$ cat config.mk
export PLATFORM = sky130hd
export DESIGN_NAME = mem_arbiter
export DESIGN_NICKNAME = d
export VERILOG_FILES = /design/src/rtl/mem_arbiter_pkg.sv /design/src/rtl/mem_align.sv /design/src/rtl/mem_arbiter.sv
export SDC_FILE = /design/constraint.sdc
export NUM_CORES = 1
export LEC_CHECK = 0
export ABC_AREA = 1
export BUFFER_PORTS_ARGS = -buffer_cell sky130_fd_sc_hd__buf_2
export CAP_MARGIN = 10
export CORE_ASPECT_RATIO = 0.6
export CORE_MARGIN = 8
export CORE_UTILIZATION = 35
export DETAILED_ROUTE_END_ITERATION = 8
export PLACE_DENSITY = 0.68
export SYNTH_ARGS = -nofsm -noshare
export SYNTH_HDL_FRONTEND = slang
export SYNTH_SLANG_ARGS = --single-unit
$ cat constraint.sdc
create_clock -name clk -period 2.9 [get_ports clk]
set_input_delay 0 -clock clk [delete_from_list [all_inputs] [get_ports clk]]
set_output_delay 0 -clock clk [all_outputs]
set_load 0.02 [all_outputs]
$ cat src/rtl/mem_arbiter_pkg.sv
// Shared constants for the two-requester memory arbiter: size codes, FSM
// state codes, RAM base address and small helpers for beat count / byte mask.
// Latency: n/a (package). Backpressure: n/a (package).
package mem_arbiter_pkg;

    // Access size encodings (bytes = 1 << size)
    localparam logic [1:0] SZ_1B = 2'd0;
    localparam logic [1:0] SZ_2B = 2'd1;
    localparam logic [1:0] SZ_4B = 2'd2;
    localparam logic [1:0] SZ_8B = 2'd3;

    // Arbiter FSM state encodings
    localparam logic [1:0] ST_IDLE  = 2'd0;
    localparam logic [1:0] ST_BEAT1 = 2'd1;
    localparam logic [1:0] ST_BEAT2 = 2'd2;
    localparam logic [1:0] ST_RESP  = 2'd3;

    // Byte address where the RAM window starts
    localparam logic [63:0] RAM_BASE = 64'h8000_0000;

    // An access spills into the next 8-byte word when offset + bytes > 8.
    // Evaluated at 4 bits: worst case 7 + 8 = 15 still fits.
    function automatic logic needs_two_beats(input logic [2:0] off,
                                             input logic [1:0] size);
        logic [3:0] sum;
        sum = {1'b0, off} + (4'd1 << size);
        return (sum > 4'd8);
    endfunction

    // One bit per byte lane covered by an access of the given size
    function automatic logic [7:0] size_byte_mask(input logic [1:0] size);
        logic [7:0] m;
        case (size)
            SZ_1B:   m = 8'h01;
            SZ_2B:   m = 8'h03;
            SZ_4B:   m = 8'h0F;
            SZ_8B:   m = 8'hFF;
            default: m = 8'h00;
        endcase
        return m;
    endfunction

endpackage

$ cat src/rtl/mem_align.sv
// Byte-lane aligner shared by read and write paths: shifts write data/mask up
// into a 128-bit two-word window, and extracts/zero-extends read data from it.
// Latency: purely combinational. Backpressure: none (no handshake).
// Ports: off_i/size_i describe the access; wdata_i is LSB-aligned write data;
//        rd_lo_i/rd_hi_i are the two memory words; wr_*_o are the per-beat
//        write data/mask halves; rdata_o is the aligned, masked read result.
module mem_align
    import mem_arbiter_pkg::*;
(
    input  logic [2:0]  off_i,
    input  logic [1:0]  size_i,
    input  logic [63:0] wdata_i,
    input  logic [63:0] rd_lo_i,
    input  logic [63:0] rd_hi_i,
    output logic [63:0] wr_lo_dat_o,
    output logic [63:0] wr_hi_dat_o,
    output logic [63:0] wr_lo_mask_o,
    output logic [63:0] wr_hi_mask_o,
    output logic [63:0] rdata_o
);

    logic [7:0]   byte_mask;
    logic [63:0]  mask64;
    logic [5:0]   sh;
    logic [127:0] wd_sh;
    logic [127:0] wm_sh;

    assign byte_mask = size_byte_mask(size_i);
    assign sh        = {off_i, 3'b000};

    always_comb begin
        mask64 = '0;
        for (int i = 0; i < 8; i++) begin
            mask64[8*i +: 8] = {8{byte_mask[i]}};
        end
    end

    assign wd_sh = {64'h0, wdata_i} << sh;
    assign wm_sh = {64'h0, mask64} << sh;

    assign wr_lo_dat_o  = wd_sh[63:0];
    assign wr_hi_dat_o  = wd_sh[127:64];
    assign wr_lo_mask_o = wm_sh[63:0];
    assign wr_hi_mask_o = wm_sh[127:64];

    // Only the low word of the shifted window is ever needed for reads
    assign rdata_o = 64'({rd_hi_i, rd_lo_i} >> sh) & mask64;

endmodule

$ cat src/rtl/mem_arbiter.sv
// Round-robin arbiter granting instruction-fetch (if) or load/store (ls)
// access to a 64-bit word memory, splitting unaligned accesses into two beats.
// Latency: ack 2 cycles after the grant-sampling cycle (3 for two beats).
// Backpressure: requester holds req/operands until its 1-cycle ack; no new grant until back in IDLE.
// Ports: clk/rst (sync, active-high); per requester req/addr/size/wen/wdata
//        in, ack/rdata out; memory side addr (word index), ren/rdata, wen/wdata/wmask.
module mem_arbiter
    import mem_arbiter_pkg::*;
(
    input  logic        clk,
    input  logic        rst,
    input  logic        if_req,
    input  logic [63:0] if_addr,
    input  logic [1:0]  if_size,
    input  logic        if_wen,
    input  logic [63:0] if_wdata,
    output logic        if_ack,
    output logic [63:0] if_rdata,
    input  logic        ls_req,
    input  logic [63:0] ls_addr,
    input  logic [1:0]  ls_size,
    input  logic        ls_wen,
    input  logic [63:0] ls_wdata,
    output logic        ls_ack,
    output logic [63:0] ls_rdata,
    output logic [63:0] mem_addr,
    output logic        mem_ren,
    input  logic [63:0] mem_rdata,
    output logic        mem_wen,
    output logic [63:0] mem_wdata,
    output logic [63:0] mem_wmask
);

    logic [1:0]  state_q,   state_d;
    logic        last_ls_q, last_ls_d;   // 1: last grant went to ls
    logic        gnt_ls_q,  gnt_ls_d;    // owner of the current transaction
    logic [63:0] addr_q,    addr_d;
    logic [1:0]  size_q,    size_d;
    logic        wen_q,     wen_d;
    logic [63:0] wdata_q,   wdata_d;
    logic        two_q,     two_d;
    logic [63:0] word1_q,   word1_d;

    logic        pick_ls;
    logic [63:0] sel_addr;

    // Grant selection and FSM next-state
    always_comb begin
        state_d   = state_q;
        last_ls_d = last_ls_q;
        gnt_ls_d  = gnt_ls_q;
        addr_d    = addr_q;
        size_d    = size_q;
        wen_d     = wen_q;
        wdata_d   = wdata_q;
        two_d     = two_q;
        word1_d   = word1_q;
        pick_ls   = 1'b0;
        sel_addr  = if_addr;

        case (state_q)
            ST_IDLE: begin
                if (if_req || ls_req) begin
                    // On a tie the side that did not win last time gets it
                    pick_ls   = ls_req && (!if_req || !last_ls_q);
                    sel_addr  = pick_ls ? ls_addr : if_addr;
                    gnt_ls_d  = pick_ls;
                    last_ls_d = pick_ls;
                    addr_d    = sel_addr;
                    size_d    = pick_ls ? ls_size  : if_size;
                    wen_d     = pick_ls ? ls_wen   : if_wen;
                    wdata_d   = pick_ls ? ls_wdata : if_wdata;
                    two_d     = needs_two_beats(sel_addr[2:0], size_d);
                    state_d   = ST_BEAT1;
                end
            end
            ST_BEAT1: begin
                state_d = two_q ? ST_BEAT2 : ST_RESP;
            end
            ST_BEAT2: begin
                // Memory returns the first-beat word during this cycle
                word1_d = mem_rdata;
                state_d = ST_RESP;
            end
            default: begin
                state_d = ST_IDLE;
            end
        endcase
    end

    always_ff @(posedge clk) begin
        if (rst) begin
            state_q   <= ST_IDLE;
            last_ls_q <= 1'b0;
            gnt_ls_q  <= 1'b0;
            addr_q    <= '0;
            size_q    <= '0;
            wen_q     <= 1'b0;
            wdata_q   <= '0;
            two_q     <= 1'b0;
            word1_q   <= '0;
        end else begin
            state_q   <= state_d;
            last_ls_q <= last_ls_d;
            gnt_ls_q  <= gnt_ls_d;
            addr_q    <= addr_d;
            size_q    <= size_d;
            wen_q     <= wen_d;
            wdata_q   <= wdata_d;
            two_q     <= two_d;
            word1_q   <= word1_d;
        end
    end

    // Output decode works only from registered state; rst gates everything so
    // a reset cycle never strobes the memory or a requester.
    logic        live;
    logic        in_b1;
    logic        in_b2;
    logic        in_resp;
    logic [60:0] widx;
    logic [60:0] widx_nxt;

    assign live     = !rst;
    assign in_b1    = (state_q == ST_BEAT1);
    assign in_b2    = (state_q == ST_BEAT2);
    assign in_resp  = (state_q == ST_RESP);
    assign widx     = addr_q[63:3];
    assign widx_nxt = widx + 61'd1;   // wraps modulo 2^61 at the top of memory

    logic [63:0] rd_lo;
    logic [63:0] rd_hi;
    logic [63:0] wr_lo_dat;
    logic [63:0] wr_hi_dat;
    logic [63:0] wr_lo_mask;
    logic [63:0] wr_hi_mask;
    logic [63:0] al_rdata;

    // The final word arrives in the RESP cycle itself, so it feeds the
    // aligner directly; a two-beat read pairs it with the captured word1.
    assign rd_lo = two_q ? word1_q   : mem_rdata;
    assign rd_hi = two_q ? mem_rdata : 64'h0;

    mem_align u_align (
        .off_i        (addr_q[2:0]),
        .size_i       (size_q),
        .wdata_i      (wdata_q),
        .rd_lo_i      (rd_lo),
        .rd_hi_i      (rd_hi),
        .wr_lo_dat_o  (wr_lo_dat),
        .wr_hi_dat_o  (wr_hi_dat),
        .wr_lo_mask_o (wr_lo_mask),
        .wr_hi_mask_o (wr_hi_mask),
        .rdata_o      (al_rdata)
    );

    always_comb begin
        mem_addr  = '0;
        mem_ren   = 1'b0;
        mem_wen   = 1'b0;
        mem_wdata = '0;
        mem_wmask = '0;
        if (live && (in_b1 || in_b2)) begin
            mem_addr = in_b1 ? {3'b000, widx} : {3'b000, widx_nxt};
            mem_ren  = !wen_q;
            mem_wen  = wen_q;
            if (wen_q) begin
                mem_wdata = in_b1 ? wr_lo_dat  : wr_hi_dat;
                mem_wmask = in_b1 ? wr_lo_mask : wr_hi_mask;
            end
        end
    end

    logic [63:0] resp_rdata;
    assign resp_rdata = wen_q ? 64'h0 : al_rdata;

    assign if_ack   = live && in_resp && !gnt_ls_q;
    assign ls_ack   = live && in_resp &&  gnt_ls_q;
    assign if_rdata = if_ack ? resp_rdata : 64'h0;
    assign ls_rdata = ls_ack ? resp_rdata : 64'h0;

endmodule

==> reports/summary.json <==
{
  "result_of_the_run": {"value": "finished, violations left"},
  "violations": {"value": "design-rule violations"},
  "synth_edf_count": {"value": 0},
  "p_leak": {"value": 0.0125, "unit": "uW"},
  "min_delay_path_depth": {"value": 5},
  "critPathBufInv": {"value": 2},
  "regArea": {"value": 4000, "unit": "um2"},
  "synthesis.area": {"value": 18800, "unit": "um2"},
  "layout_commonest_cell": {"value": "sky130_fd_sc_hd__nand2_1"},
  "synthDominantCellAreaShare": {"value": 21.2, "unit": "%"},
  "timing.final.setup_violations": {"value": 0},
  "fill_cells": {"value": 5473},
  "cts.clk_slew.worst_paths": {"value": 0.09, "unit": "ns"},
  "timing.final.crit_period": {"value": 2.86, "unit": "ns"},
  "synthCells": {"value": 3370},
  "cp-start-kind": {"value": "register"},
  "critical_path.max_fanout": {"value": 34},
  "synth.lib_cells_used.distinct": {"value": 53},
  "port_buffers": {"value": 650},
  "ys.flop_type": {"value": "sky130_fd_sc_hd__dfxtp_1"},
  "vdd_drop_max": {"value": 0.585, "unit": "mV"},
  "ys_seq_elements": {"value": 199},
  "clock_tree_from_tritoncts": {"value": "yes"},
  "synth_async_sr_flop_share": {"value": 0, "unit": "%"},
  "grt-ovfl-total": {"value": 0},
  "global_route.usage.met3": {"value": 15.1, "unit": "%"},
  "unrepaired_setup_endpoints_after_global_routing": {"value": "true"},
  "grt_busiest_layer": {"value": "met1"},
  "portion_of_the_post_synthesis_area_used_by_sequential_elements": {"value": 21.2, "unit": "%"},
  "number_of_routed_nets_with_antenna_violations": {"value": 0},
  "grt_util_all_layers": {"value": 34.5, "unit": "%"},
  "cp_common_cell": {"value": "sky130_fd_sc_hd__nor2_1"},
  "yosysWarnings": {"value": 0},
  "number_of_vias_after_detailed_routing": {"value": 27300},
  "cts_num_sinks": {"value": 199},
  "first_pass_grt_wire_length": {"value": 163, "unit": "mm"},
  "rows": {"value": 65},
  "clk_path_buf_depth": {"value": 2},
  "hold-worst-slack": {"value": 0.0415, "unit": "ns"},
  "dieHeight": {"value": 195, "unit": "um"},
  "worst-endpoint-arrival": {"value": 2.86, "unit": "ns"},
  "h-tree-depth": {"value": 4},
  "syn_avg_cell_area": {"value": 5.58, "unit": "um2"},
  "worst-path-stages": {"value": 7},
  "fin_tns_setup": {"value": 0, "unit": "ns"},
  "post_route_cells_drive_above_1_share": {"value": 20.9, "unit": "%"},
  "mostFrequentLayoutCells": {"value": "sky130_fd_sc_hd__nand2_1 (1043), sky130_fd_sc_hd__buf_2 (650), sky130_fd_sc_hd__nor2_1 (425)"},
  "place.gp.congestion": {"value": 1.09},
  "dr.first_iter.drc_count": {"value": 3998},
  "nNetsFinal": {"value": 4505},
  "cap_viol_max_count": {"value": 0},
  "tritoncts.num_buffers": {"value": 17},
  "area_of_the_multi_input_gates": {"value": 12400, "unit": "um2"},
  "timing_hold_violations_final": {"value": 0},
  "clock-skew-final": {"value": 0.0144, "unit": "ns"},
  "global_route.usage.met1": {"value": 48.5, "unit": "%"},
  "core_area": {"value": 52800, "unit": "um2"},
  "floorplan.initialDensity": {"value": 35.6, "unit": "%"},
  "flow.area_growth_from_synthesis": {"value": 39.9, "unit": "%"},
  "route.detailed.drc": {"value": 1},
  "power-per-cell-area": {"value": 800, "unit": "nW/um2"},
  "cp-end-kind": {"value": "primary output"},
  "cp_slowest_cell": {"value": "sky130_fd_sc_hd__dfxtp_4"},
  "grt_max_degree": {"value": 197},
  "grt.met2_usage": {"value": 46.5, "unit": "%"},
  "synth_top_cells_by_area": {"value": "sky130_fd_sc_hd__dfxtp_1 (21%), sky130_fd_sc_hd__nand2_1 (21%), sky130_fd_sc_hd__o21ai_0 (9.2%)"},
  "period_share": {"value": 98.8, "unit": "%"},
  "drt_first_pass_iters": {"value": 9},
  "antenna_violations_before_repair": {"value": 11},
  "grt_pass1_vias": {"value": 25000},
  "clock.fmax": {"value": 0.349, "unit": "GHz"},
  "clock_insertion_delay_worst_skew": {"value": 0.49, "unit": "ns"},
  "timing.max_slew.rel_slack": {"value": 37.8, "unit": "%"},
  "critPathMaxStageDelay": {"value": 0.52, "unit": "ns"},
  "worst_slew_pin_slew": {"value": 0.923, "unit": "ns"},
  "timing_worst_setup_path_type": {"value": "reg2out"},
  "worst-r2r-cell-count": {"value": 8},
  "wire_per_inst": {"value": 23.0, "unit": "um"},
  "netlist.top_cell.by_area": {"value": "sky130_fd_sc_hd__dfxtp_1"},
  "estimated_wirelength_of_the_detail_placed_design": {"value": 85.7, "unit": "mm"},
  "viasPerCell": {"value": 5.58},
  "worst_hold_class": {"value": "in2reg"},
  "root_buffer": {"value": "sky130_fd_sc_hd__clkbuf_16"},
  "critical_path.top_delay_family": {"value": "compound AO/OA/AOI/OAI gates"},
  "crit_chain": {"value": "buf_4 -> o21ai_0 -> o21ai_1 -> o22ai_1 -> nor2_1 -> nor2_1 -> buf_2"},
  "slew_viols_final": {"value": 0},
  "fp.dieW": {"value": 315, "unit": "um"},
  "io_pins": {"value": 654},
  "cp.required": {"value": 2.90, "unit": "ns"},
  "die_area": {"value": 61600, "unit": "um2"},
  "wirelength": {"value": 112, "unit": "mm"}
}
-- kinds of logic (layout without fill, tap and decap cells) --
family / Yosys count / in the layout / synth area share (%)
compound gates: 745 / 745 / 22.5
other cells: 1 / 10 / 0.0200
mux: 6 / 6 / 0.320
xor+xnor: 8 / 8 / 0.373
fa+ha+maj: 9 / 9 / 0.639
flops: 199 / 199 / 21.2
simple gates: 1897 / 1897 / 42.1
buf+inv: 505 / 1312 / 12.8
-- per-stage QoR --
stage	cells	setup WS, ns	cell area, um2	utilization (%)	total power [uW]
CTS	4876	0.0257	26100	49.5	20100
global placement	4518	0.541	22200	42.1	16400
global route	4887	-0.00252	26300	49.8	22100
detailed placement	4518	0.497	22200	42.1	16400
floorplan	3372	0.358	18800	-	11700
finish	4889	0.0361	26300	49.8	21000
-- registers in the layout, indices dropped and copies added (netlist names) --
register and flops:
word1_q 64, addr_q 64, two_q 1, gnt_ls_q 1
wen_q 1, state_q 2, size_q 2, wdata_q 64
-- tightest hold or removal path, cell delays in order --
cell,delay (ns)
sky130_fd_sc_hd__buf_2,0.10
sky130_fd_sc_hd__nand2_1,0.05
sky130_fd_sc_hd__nand2_1,0.13
sky130_fd_sc_hd__inv_1,0.13
sky130_fd_sc_hd__a21oi_1,0.08
-- power breakdown --
part / internal [uW] / switching, uW / total [uW]
registers: 3700 / 1310 / 5010
logic: 4340 / 9030 / 13400
clock network: 1190 / 1470 / 2660
total: 9240 / 11800 / 21000
-- final cells by class --
class | count | share of cell area (%)
Clock buffer | 17 | 1.62
Inverter | 199 | 2.97
Tap cell | 703 | 3.35
Sequential cell | 199 | 15.2
Antenna cell | 7 | 0.0666
Clock inverter | 15 | 0.733
Timing Repair Buffer | 1081 | 28.7
Multi-Input combinational cell | 2668 | 47.3
-- Yosys cell counts (6+ instances only) --
cell,n
sky130_fd_sc_hd__o22ai_1,26
sky130_fd_sc_hd__nor2_4,11
sky130_fd_sc_hd__nor3_1,20
sky130_fd_sc_hd__xor2_1,7
sky130_fd_sc_hd__nor2_1,428
sky130_fd_sc_hd__o21ai_0,346
sky130_fd_sc_hd__nand4_1,16
sky130_fd_sc_hd__nand2_2,10
sky130_fd_sc_hd__clkbuf_1,116
sky130_fd_sc_hd__mux2i_1,6
sky130_fd_sc_hd__buf_6,13
sky130_fd_sc_hd__nand2_1,1044
sky130_fd_sc_hd__inv_2,13
sky130_fd_sc_hd__buf_1,17
sky130_fd_sc_hd__buf_2,78
sky130_fd_sc_hd__buf_4,82
sky130_fd_sc_hd__a21oi_1,95
sky130_fd_sc_hd__inv_1,181
sky130_fd_sc_hd__ha_1,8
sky130_fd_sc_hd__o21a_1,8
sky130_fd_sc_hd__o211ai_1,80
sky130_fd_sc_hd__and2_1,12
sky130_fd_sc_hd__or2_2,8
sky130_fd_sc_hd__nor2_2,11
sky130_fd_sc_hd__nand3_1,314
sky130_fd_sc_hd__a211oi_1,6
sky130_fd_sc_hd__a31oi_1,142
sky130_fd_sc_hd__o21ai_1,28
sky130_fd_sc_hd__dfxtp_1,199
-- layer usage --
metal	share of wire (%)	vias to the layer above
met5	0.036	-
met4	3.3	6
met3	16	239
met2	38	1935
met1	43	12400
li1	-	12700
-- worst paths after layout --
check	from	slack [ns]	end
worst max register to register	state_q[0]	0.25	wdata_q[55]
worst min register to register	word1_q[14]	0.46	word1_q[14]
worst min-delay path	ls_size[1]	0.04	size_q[1]
worst max-delay path	addr_q[0]	0.04	mem_wdata[34]
-- repair_timing --
item                       4_1_cts  5_1_grt
setup buffers                    0        6
pin swaps                        0        2
setup endpoints to repair        9      130
hold endpoints to repair       198        0
hold buffers                   326        0
gates resized for setup          2       25
Power figures use the tool's default switching activity.
